## config.mk

```make
export PLATFORM = sky130hd
export DESIGN_NAME = u_lsu_flat
export DESIGN_NICKNAME = d
export VERILOG_FILES = /design/src/rtl/u_lsu_pkg.sv /design/src/rtl/u_lsu_if.sv /design/src/rtl/u_lsu.sv /design/src/flat_wrapper.sv
export SDC_FILE = /design/constraint.sdc
export NUM_CORES = 1
export LEC_CHECK = 0
export BUFFER_PORTS_ARGS = -buffer_cell sky130_fd_sc_hd__buf_2
export CORE_UTILIZATION = 45
export CTS_CLUSTER_SIZE = 8
export DETAILED_ROUTE_END_ITERATION = 8
export GPL_ROUTABILITY_DRIVEN = 0
export MAX_ROUTING_LAYER = met4
export PLACE_DENSITY_LB_ADDON = 0.25
export SYNTH_ARGS = -nofsm -noshare
export SYNTH_HDL_FRONTEND = slang
export SYNTH_SLANG_ARGS = --single-unit
```

## constraint.sdc

```tcl
create_clock -name clk -period 3.2 [get_ports clk]
set_clock_uncertainty 0.2 [all_clocks]
set_input_delay 0.8 -clock clk [delete_from_list [all_inputs] [get_ports clk]]
set_output_delay 0.8 -clock clk [all_outputs]
set_load 0.05 [all_outputs]
```

## src/rtl/u_lsu_pkg.sv

```systemverilog
// Shared types and helpers for the load/store unit.
package lsu_pkg;

  typedef enum logic [1:0] {
    IDLE,
    REQ,
    RESP
  } lsu_st_e;

  // Lane masks that form a naturally aligned byte, half-word or word access.
  localparam logic [3:0] BE_LEGAL [0:6] = '{
    4'b0001, 4'b0010, 4'b0100, 4'b1000,
    4'b0011, 4'b1100, 4'b1111
  };

  // Expand 4 byte enables into a 32-bit data mask.
  function automatic logic [31:0] lane_mask(input logic [3:0] be);
    logic [31:0] m;
    m = '0;
    for (int unsigned i = 0; i < 4; i++) begin
      m[8*i +: 8] = {8{be[i]}};
    end
    return m;
  endfunction

  // True when the mask is one of the aligned access shapes.
  function automatic logic be_legal(input logic [3:0] be);
    logic ok;
    ok = 1'b0;
    for (int unsigned i = 0; i < 7; i++) begin
      if (be == BE_LEGAL[i]) ok = 1'b1;
    end
    return ok;
  endfunction

endpackage

```

## src/rtl/u_lsu_if.sv

```systemverilog
// Data-memory bus: request/grant handshake followed by an rvalid response.
interface u_lsu_if #(
  parameter int unsigned AW = 32
);
  logic          req;
  logic          gnt;
  logic          we;
  logic [3:0]    be;
  logic [AW-1:0] addr;
  logic [31:0]   wdata;
  logic          rvalid;
  logic [31:0]   rdata;

  modport master (
    output req, we, be, addr, wdata,
    input  gnt, rvalid, rdata
  );

  modport slave (
    input  req, we, be, addr, wdata,
    output gnt, rvalid, rdata
  );
endinterface

```

## src/rtl/u_lsu.sv

```systemverilog
// Load/store unit: turns one registered LSU request into a single data-memory
// bus transaction, with one transaction outstanding and a timeout abort.
module u_lsu
  import lsu_pkg::*;
#(
  parameter int unsigned TMO_CYC = 255,
  parameter int unsigned AW      = 32
) (
  input  logic          clk,
  input  logic          rstn,
  input  logic [31:0]   lsu_a,
  input  logic [3:0]    lsu_we,
  input  logic [31:0]   lsu_wd,
  input  logic [3:0]    lsu_re,
  output logic          lsu_vld,
  output logic [31:0]   lsu_rd,
  output logic          lsu_busy,
  output logic          lsu_err,
  u_lsu_if.master       dmem
);

  localparam logic [15:0] TMO_LAST = 16'(TMO_CYC - 1);

  lsu_st_e       st_q, st_d;
  logic [15:0]   cnt_q;
  logic          we_any, re_any, req_any, req_legal;
  logic          accept, done, tmo, err_d;
  logic          we_q;
  logic [3:0]    be_q;
  logic [AW-1:0] addr_q;
  logic [31:0]   wdata_q;

  assign we_any    = |lsu_we;
  assign re_any    = |lsu_re;
  assign req_any   = we_any | re_any;
  assign req_legal = !(we_any && re_any) && be_legal(we_any ? lsu_we : lsu_re);

  assign dmem.req   = (st_q == REQ);
  assign dmem.we    = we_q;
  assign dmem.be    = be_q;
  assign dmem.addr  = addr_q;
  assign dmem.wdata = wdata_q;
  assign lsu_busy   = (st_q != IDLE);

  // Next-state, completion/timeout detection and error source decode.
  always_comb begin
    st_d   = st_q;
    accept = 1'b0;
    done   = 1'b0;
    tmo    = 1'b0;
    case (st_q)
      IDLE: begin
        if (req_any && req_legal) begin
          st_d   = REQ;
          accept = 1'b1;
        end
      end
      REQ: begin
        if (dmem.gnt) begin
          st_d = RESP;
        end else if (cnt_q == TMO_LAST) begin
          st_d = IDLE;
          tmo  = 1'b1;
        end
      end
      RESP: begin
        // A response arriving on the timeout cycle still completes normally.
        if (dmem.rvalid) begin
          st_d = IDLE;
          done = 1'b1;
        end else if (cnt_q == TMO_LAST) begin
          st_d = IDLE;
          tmo  = 1'b1;
        end
      end
      default: st_d = IDLE;
    endcase
    err_d = tmo || (req_any && ((st_q != IDLE) || !req_legal));
  end

  // State, timeout counter, captured bus fields and registered result pulses.
  always_ff @(posedge clk) begin
    if (!rstn) begin
      st_q    <= IDLE;
      cnt_q   <= '0;
      we_q    <= 1'b0;
      be_q    <= '0;
      addr_q  <= '0;
      wdata_q <= '0;
      lsu_vld <= 1'b0;
      lsu_rd  <= '0;
      lsu_err <= 1'b0;
    end else begin
      st_q    <= st_d;
      lsu_vld <= done || tmo;
      lsu_err <= err_d;
      lsu_rd  <= (done && !we_q) ? (dmem.rdata & lane_mask(be_q)) : '0;
      if (accept) begin
        cnt_q   <= '0;
        we_q    <= we_any;
        be_q    <= we_any ? lsu_we : lsu_re;
        addr_q  <= {lsu_a[AW-1:2], 2'b00};
        wdata_q <= lsu_wd;
      end else if (st_q != IDLE && cnt_q != TMO_LAST) begin
        // Saturating at the abort value keeps the limit spanning REQ and RESP.
        cnt_q <= cnt_q + 16'd1;
      end
    end
  end

endmodule

```

## src/flat_wrapper.sv

```systemverilog
// flat-port wrapper written by rule: the top's interface ports become plain ports
module u_lsu_flat import lsu_pkg::*;
#(
  parameter int unsigned TMO_CYC = 255,
  parameter int unsigned AW      = 32
)
  (clk, rstn, lsu_a, lsu_we, lsu_wd, lsu_re, lsu_vld, lsu_rd, lsu_busy, lsu_err, dmem_req, dmem_we, dmem_be, dmem_addr, dmem_wdata, dmem_gnt, dmem_rvalid, dmem_rdata);
  u_lsu_if #(.AW(AW)) dmem_i ();
  input  logic clk;
  input  logic rstn;
  input  logic [31:0] lsu_a;
  input  logic [3:0] lsu_we;
  input  logic [31:0] lsu_wd;
  input  logic [3:0] lsu_re;
  output logic lsu_vld;
  output logic [31:0] lsu_rd;
  output logic lsu_busy;
  output logic lsu_err;
  output wire logic [$bits(dmem_i.req)-1:0] dmem_req;
  output wire logic [$bits(dmem_i.we)-1:0] dmem_we;
  output wire logic [$bits(dmem_i.be)-1:0] dmem_be;
  output wire logic [$bits(dmem_i.addr)-1:0] dmem_addr;
  output wire logic [$bits(dmem_i.wdata)-1:0] dmem_wdata;
  input wire logic [$bits(dmem_i.gnt)-1:0] dmem_gnt;
  input wire logic [$bits(dmem_i.rvalid)-1:0] dmem_rvalid;
  input wire logic [$bits(dmem_i.rdata)-1:0] dmem_rdata;
  assign dmem_req = dmem_i.req;
  assign dmem_we = dmem_i.we;
  assign dmem_be = dmem_i.be;
  assign dmem_addr = dmem_i.addr;
  assign dmem_wdata = dmem_i.wdata;
  assign dmem_i.gnt = dmem_gnt;
  assign dmem_i.rvalid = dmem_rvalid;
  assign dmem_i.rdata = dmem_rdata;
  u_lsu #(.TMO_CYC(TMO_CYC), .AW(AW)) u_core (.clk(clk), .rstn(rstn), .lsu_a(lsu_a), .lsu_we(lsu_we), .lsu_wd(lsu_wd), .lsu_re(lsu_re), .lsu_vld(lsu_vld), .lsu_rd(lsu_rd), .lsu_busy(lsu_busy), .lsu_err(lsu_err), .dmem(dmem_i));
endmodule
```

### Yosys cells after proc, flatten, opt, wreduce, memory -nomap -nowiden

Cells that the tools add are included.

* flip-flop bits (word level): 119
* bits of input ports: 108
* output and inout port bits: 105
* logic and storage cells: 64

* add/subtract/negate cells: 1
* equality and inequality tests: 12
* multiplexer cells: 21
* bitwise gates (word level): 3
* reductions and logical operators: 18

Operators by type and width (count)
* 32-bit AND: 1
* 16-bit by 1-bit adder with 16-bit output (second input constant): 1
* 16-bit by 8-bit equality test with 1-bit output (second input constant): 1
* 16-bit by 8-bit != test with 1-bit output (second input constant): 1
* 1-bit two-way mux: 14
* 4-bit equality test (second input constant): 3
* 4-bit by 2-bit equality test with 1-bit output (second input constant): 2
* 2-bit two-way mux: 4
* 4-bit OR reduction: 2
* 1-bit logical AND: 6
* 2-bit case mux with 3 select lines: 1
* 4-bit by 1-bit equality test with 1-bit output (second input constant): 1
* 4-bit by 3-bit equality test with 1-bit output (second input constant): 1
* 4-bit two-way mux: 1
* 1-bit zero test: 3
* 1-bit logical OR: 3
* 2-bit by 1-bit equality test with 1-bit output (second input constant): 1
* 2-bit equality test (second input constant): 1
* 2-bit zero test: 1
* 2-bit by 1-bit != test with 1-bit output (second input constant): 1
* 1-bit case mux with 2 select lines: 1
* 2-bit AND reduction: 1
* 2-bit nonzero test: 1
* 2-bit OR reduction: 1
* other kinds (2): 2

### Depth between registers and ports, before layout

* depth in word-level cells: 15
* gate-level depth with buffers: 9
* mapped depth without buffers: 7

### Worst setup path after synthesis

OpenSTA, ideal clock, no wires.

* path kind: input-to-reg
* start: input port lsu_re[3]
* end: register u_core.wdata_q[10], in the netlist u_core.dmem.wdata[10]
* library setup time: 0.132 ns
* arrival time: 2.299 ns
* required time: 2.868 ns
* setup slack: 0.569 ns
* stages: 8
* buffers on the path: 3
* path through: or4_4 -> a22o_2 -> o211a_1 -> buf_2 -> buf_6 -> buf_4 -> nand2_1 -> a21oi_1

* word-level cells in the longest chain between the ends: 13
* elaborated cells between the ends (all ways): 23
* classes of those cells: eq/ne (7); mux (10); bitwise (1); reduce/logical (5)

RTL lines
* start, declared: RTL line flat_wrapper.sv:14 `input logic [3:0] lsu_re;`
* 4-bit two-way mux: RTL line u_lsu.sv:36 `assign req_legal = !(we_any && re_any) && be_legal(we_any ? lsu_we : lsu_re);`
* 4-bit by 1-bit equality test with 1-bit output: RTL line u_lsu_pkg.sv:31 `if (be == BE_LEGAL[i]) ok = 1'b1;`
* 1-bit two-way mux (7 in series): RTL line u_lsu_pkg.sv:31
* 1-bit logical AND: RTL line u_lsu.sv:36
* 1-bit logical AND (*): RTL line u_lsu.sv:53 `if (req_any && req_legal) begin`
* 1-bit two-way mux (*): RTL line u_lsu.sv:53
* 1-bit two-way mux (*): RTL line u_lsu.sv:51 `case (st_q)`
* end signal, assigned: RTL line u_lsu.sv:103 `wdata_q <= lsu_wd;`
* end, declared: RTL line u_lsu.sv:31 `logic [31:0] wdata_q;`

Mark *: on every way between the ends. The rest lies on a longest branch, timed or not.
A chain may end at the register's enable or synchronous reset.

### Worst setup path after layout

* start: register u_core.st_q[0]
* end: output port lsu_busy

* word-level cells in the longest chain between the ends: 1

RTL lines
* start, declared: RTL line u_lsu.sv:24 `lsu_st_e st_q, st_d;`
* start signal, assigned: RTL line u_lsu.sv:94 `st_q <= st_d;`
* 2-bit nonzero test: RTL line u_lsu.sv:43 `assign lsu_busy = (st_q != IDLE);`
* end, declared: RTL line flat_wrapper.sv:17 `output logic lsu_busy;`

Every way passes these cells.

==> summary.txt <==
Status
  • Status: complete, no violations

Timing
  • Hold Vio Cnt, Final: 0
  • RSZ-0062 raised after global routing: false
  • Endpoints failing setup: 0
  • Crit path time final: 2.799 ns
  • Hold slack final: 0.2491 ns
  • Fin Setup TNS: 0 ns
  • Worst setup margin: 0.4015 ns
  • Tcrit/Tclk final: 0.8745
  • Slew of the pin with the lowest slew margin: 0.7272 ns
  • F_max: 0.3573 GHz
  • Slew Limit Headroom: 0.5089
  • Slew Viols, Final: 0

Pwr
  • Clock network fraction of total power: 0.500
  • Logic pwr share: 0.078
  • Switching power: 0.8572 mW
  • Internal power: 2.743 mW
  • Peak VDD IR: 0.3719 mV
  • Pwr dens: 587.9 nW/um2
  • Leakage power figure: 2.843 nW
  • Sequential fraction of design power: 0.423
  • Switching share of power: 0.2381

Detailed routing
  • Vias: 4,094
  • Antenna viol nets, final: 0
  • Initial drt markers: 91
  • # DRC: 0
  • Drt pass-1 iters: 4
  • WL/cell: 13.38 um
  • WL final: 11,280 um
  • Drt via density: 4.856

Floorplanning
  • Core area: 9371 um2
  • Die W: 101.1 um
  • Initial core utilization: 0.4720
  • I/O Pins: 213
  • Std-Cell Rows: 35
  • Die height: 101.1 um
  • Die Area: 10,230 um2

Layout
  • Ant diodes: 0
  • Leading cell types in the layout, fill and taps excluded: buf_2 (208), nand2_1 (131), dfxtp_1 (119), a21oi_1 (57), and3_1 (32)
  • Area of the multi-input gates: 1844 um2
  • Fillers: 829
  • Nets@finish: 816
  • Layout cells sized above 1: 0.3613
  • Register area: 2382 um2
  • Commonest non-fill, non-tap cell in the layout: buf_2
  • Area grow syn2layout: 38.44%

Clocking
  • Number of setup buffers added after CTS: 0
  • Clk buf depth: 2
  • Htree depth: 4
  • Post-CTS Resized: 0
  • Clk_lat worst skew: 0.50 ns
  • Post-CTS Hold Fix Bufs: 0
  • CTS tree: built
  • CTS Buf Count: 17
  • Clock net sink count: 119
  • Root buf cell: clkbuf_8
  • Clock transition at path regs: 0.06 ns

Yosys
  • Mapped Area: 4423 um2
  • Simple-Gate Fraction of Synth Area: 0.2464
  • Combinational family with the most area after synthesis: simple AND/OR/NAND/NOR gates
  • Synth Area in XOR/XNOR: 0.02574
  • Area leader, netlist: dfxtp_1
  • Multiplexer area fraction after synthesis: 0
  • Share of the synthesized area in the top cell type: 0.5386
  • #FFs+latches synth: 119
  • Synth Area in Compound Gates: 0.1231
  • Post-Synth Adder-Cell Area: 0.01697
  • Sequential area share after synthesis: 0.5386
  • Cell count after synthesis: 498
  • Ys Warns: 0
  • Syn Area/Cell: 8.882 um2
  • Synth area leaders: dfxtp_1 (54%), nand2_1 (11%), a21oi_1 (6.4%)
  • Cell variety after synth: 48

Global routing
  • Total GRT Usage: 0.2283
  • Number of global-route vias before repair: 3,817
  • Largest net degree at the start of global routing: 64
  • First-pass GRT wire length: 17,780 um
  • Initial antenna violation count: 0
  • Grt ovf: 0

Min path
  • Worst Hold Path Cells: 2
  • WHS Endpoint: u_core.dmem.wdata[31]
  • Worst hold path class: reg -> reg
  • Worst Hold Launch: u_core.dmem.wdata[31]

Placed design
  • Number of port buffers: 208
  • DP Worst Slack: 0.2263 ns
  • Post-DP HPWL: 7978 um

Setup path
  • Crit Path Category: reg -> out
  • Reg-to-reg startpoint: u_core.st_q[0]
  • Worst R2R Setup Slack: 0.76 ns
  • CP max FO: 9
  • Crit. End Element: output port
  • Critical path required time: 2.20 ns
  • Capture point of the worst reg-to-reg path: u_core.cnt_q[15]
  • Worst R2R Path Depth: 7
  • CP arrival: 1.80 ns
  • Nature of the critical path startpoint: register

Run
  • Max cap viols: 0
## kinds of logic (layout without fill, tap and decap cells)
kind of cell,after synthesis,after routing
and+or+nand+nor,229,229
DFF,119,119
AOI/OAI and AO/OA,88,88
buffers and inverters,42,257
xor gates and xnor gates,13,13
adders and majority gates,6,6
other,1,2
## cell usage after synthesis (all sizes together)
cell type  number
a211oi          5
a21boi          9
a21oi          58
a22o            1
a22oi           2
a31oi           2
and3           32
and3b           1
and4b           1
buf            20
clkbuf          9
conb            1
dfxtp         119
ha              6
inv            13
nand2         131
nand2b          1
nand3           5
nand3b          1
nand4           3
nand4b          1
nor2           22
nor3           16
nor3b           1
nor4            2
nor4b           2
o211a           2
o211ai          1
o21ai           2
o22a            1
o22ai           2
o31ai           1
o32ai           1
o41ai           1
or3             3
or4             6
or4b            1
xnor2          12
xor2            1
## flip-flops by register name, summed over array words and instances (netlist names)
| register | count |
|---|---|
| u_core.dmem.addr | 30 |
| u_core.st_q | 2 |
| u_core.lsu_vld | 1 |
| u_core.lsu_rd | 32 |
| u_core.lsu_err | 1 |
| u_core.dmem.be | 4 |
| u_core.dmem.wdata | 32 |
| u_core.cnt_q | 16 |
| u_core.dmem.we | 1 |
## how the worst max path moves through the flow
stage	start	end	slack (ns)	cells after the start
after detailed placement	lsu_we[3]	u_core.dmem.addr[5]	0.23	7
after global routing	u_core.st_q[0]	lsu_busy	0.30	4
after global placement	lsu_we[3]	u_core.dmem.wdata[22]	0.28	7
final	u_core.st_q[0]	lsu_busy	0.40	4
after floorplan	lsu_re[3]	u_core.dmem.wdata[10]	0.57	8
after CTS	u_core.st_q[1]	lsu_busy	0.39	4
## layer usage
layer,global-route usage,up-vias,part of all wire,routed length (um)
met5,-,-,0,0
met4,0.09588,0,0.022,245
met3,0.06556,21,0.073,826
met2,0.3815,150,0.49,5528
met1,0.2552,1836,0.41,4681
li1,-,2087,-,-
## final cells by class
class,instances,area share
clock buffers,20,0.07274
inverters,13,0.007969
well taps,129,0.02636
repair buffers,213,0.1823
flip-flops and latches,119,0.3890
clock inverters,11,0.02043
multi-input cells,338,0.3012
## per-stage QoR
step | std cells | utilization | power, mW | area, um2
final | 843 | 0.6534 | 3.600 | 6123
after global routing | 843 | 0.6534 | 3.732 | 6123
after CTS | 843 | 0.6534 | 3.633 | 6123
after detailed placement | 812 | 0.5925 | 1.831 | 5553
after global placement | 812 | 0.5925 | 1.826 | 5553
after floorplan | 499 | - | 1.722 | 4427
## power groups by stage
stage	combinational [mW]	sequential, mW	clock, mW
final	0.279	1.52	1.80
after detailed placement	0.278	1.55	0
after CTS	0.279	1.52	1.83
after global routing	0.300	1.52	1.91
after floorplan	0.0928	1.63	0
after global placement	0.275	1.55	0
## critical path: stages, from the launching register on
cell     delay (ns)
dfxtp_1        0.36
inv_1          0.09
ha_1           0.34
inv_1          0.21
buf_2          0.30
Note: power is estimated with default switching activity, not from simulation.
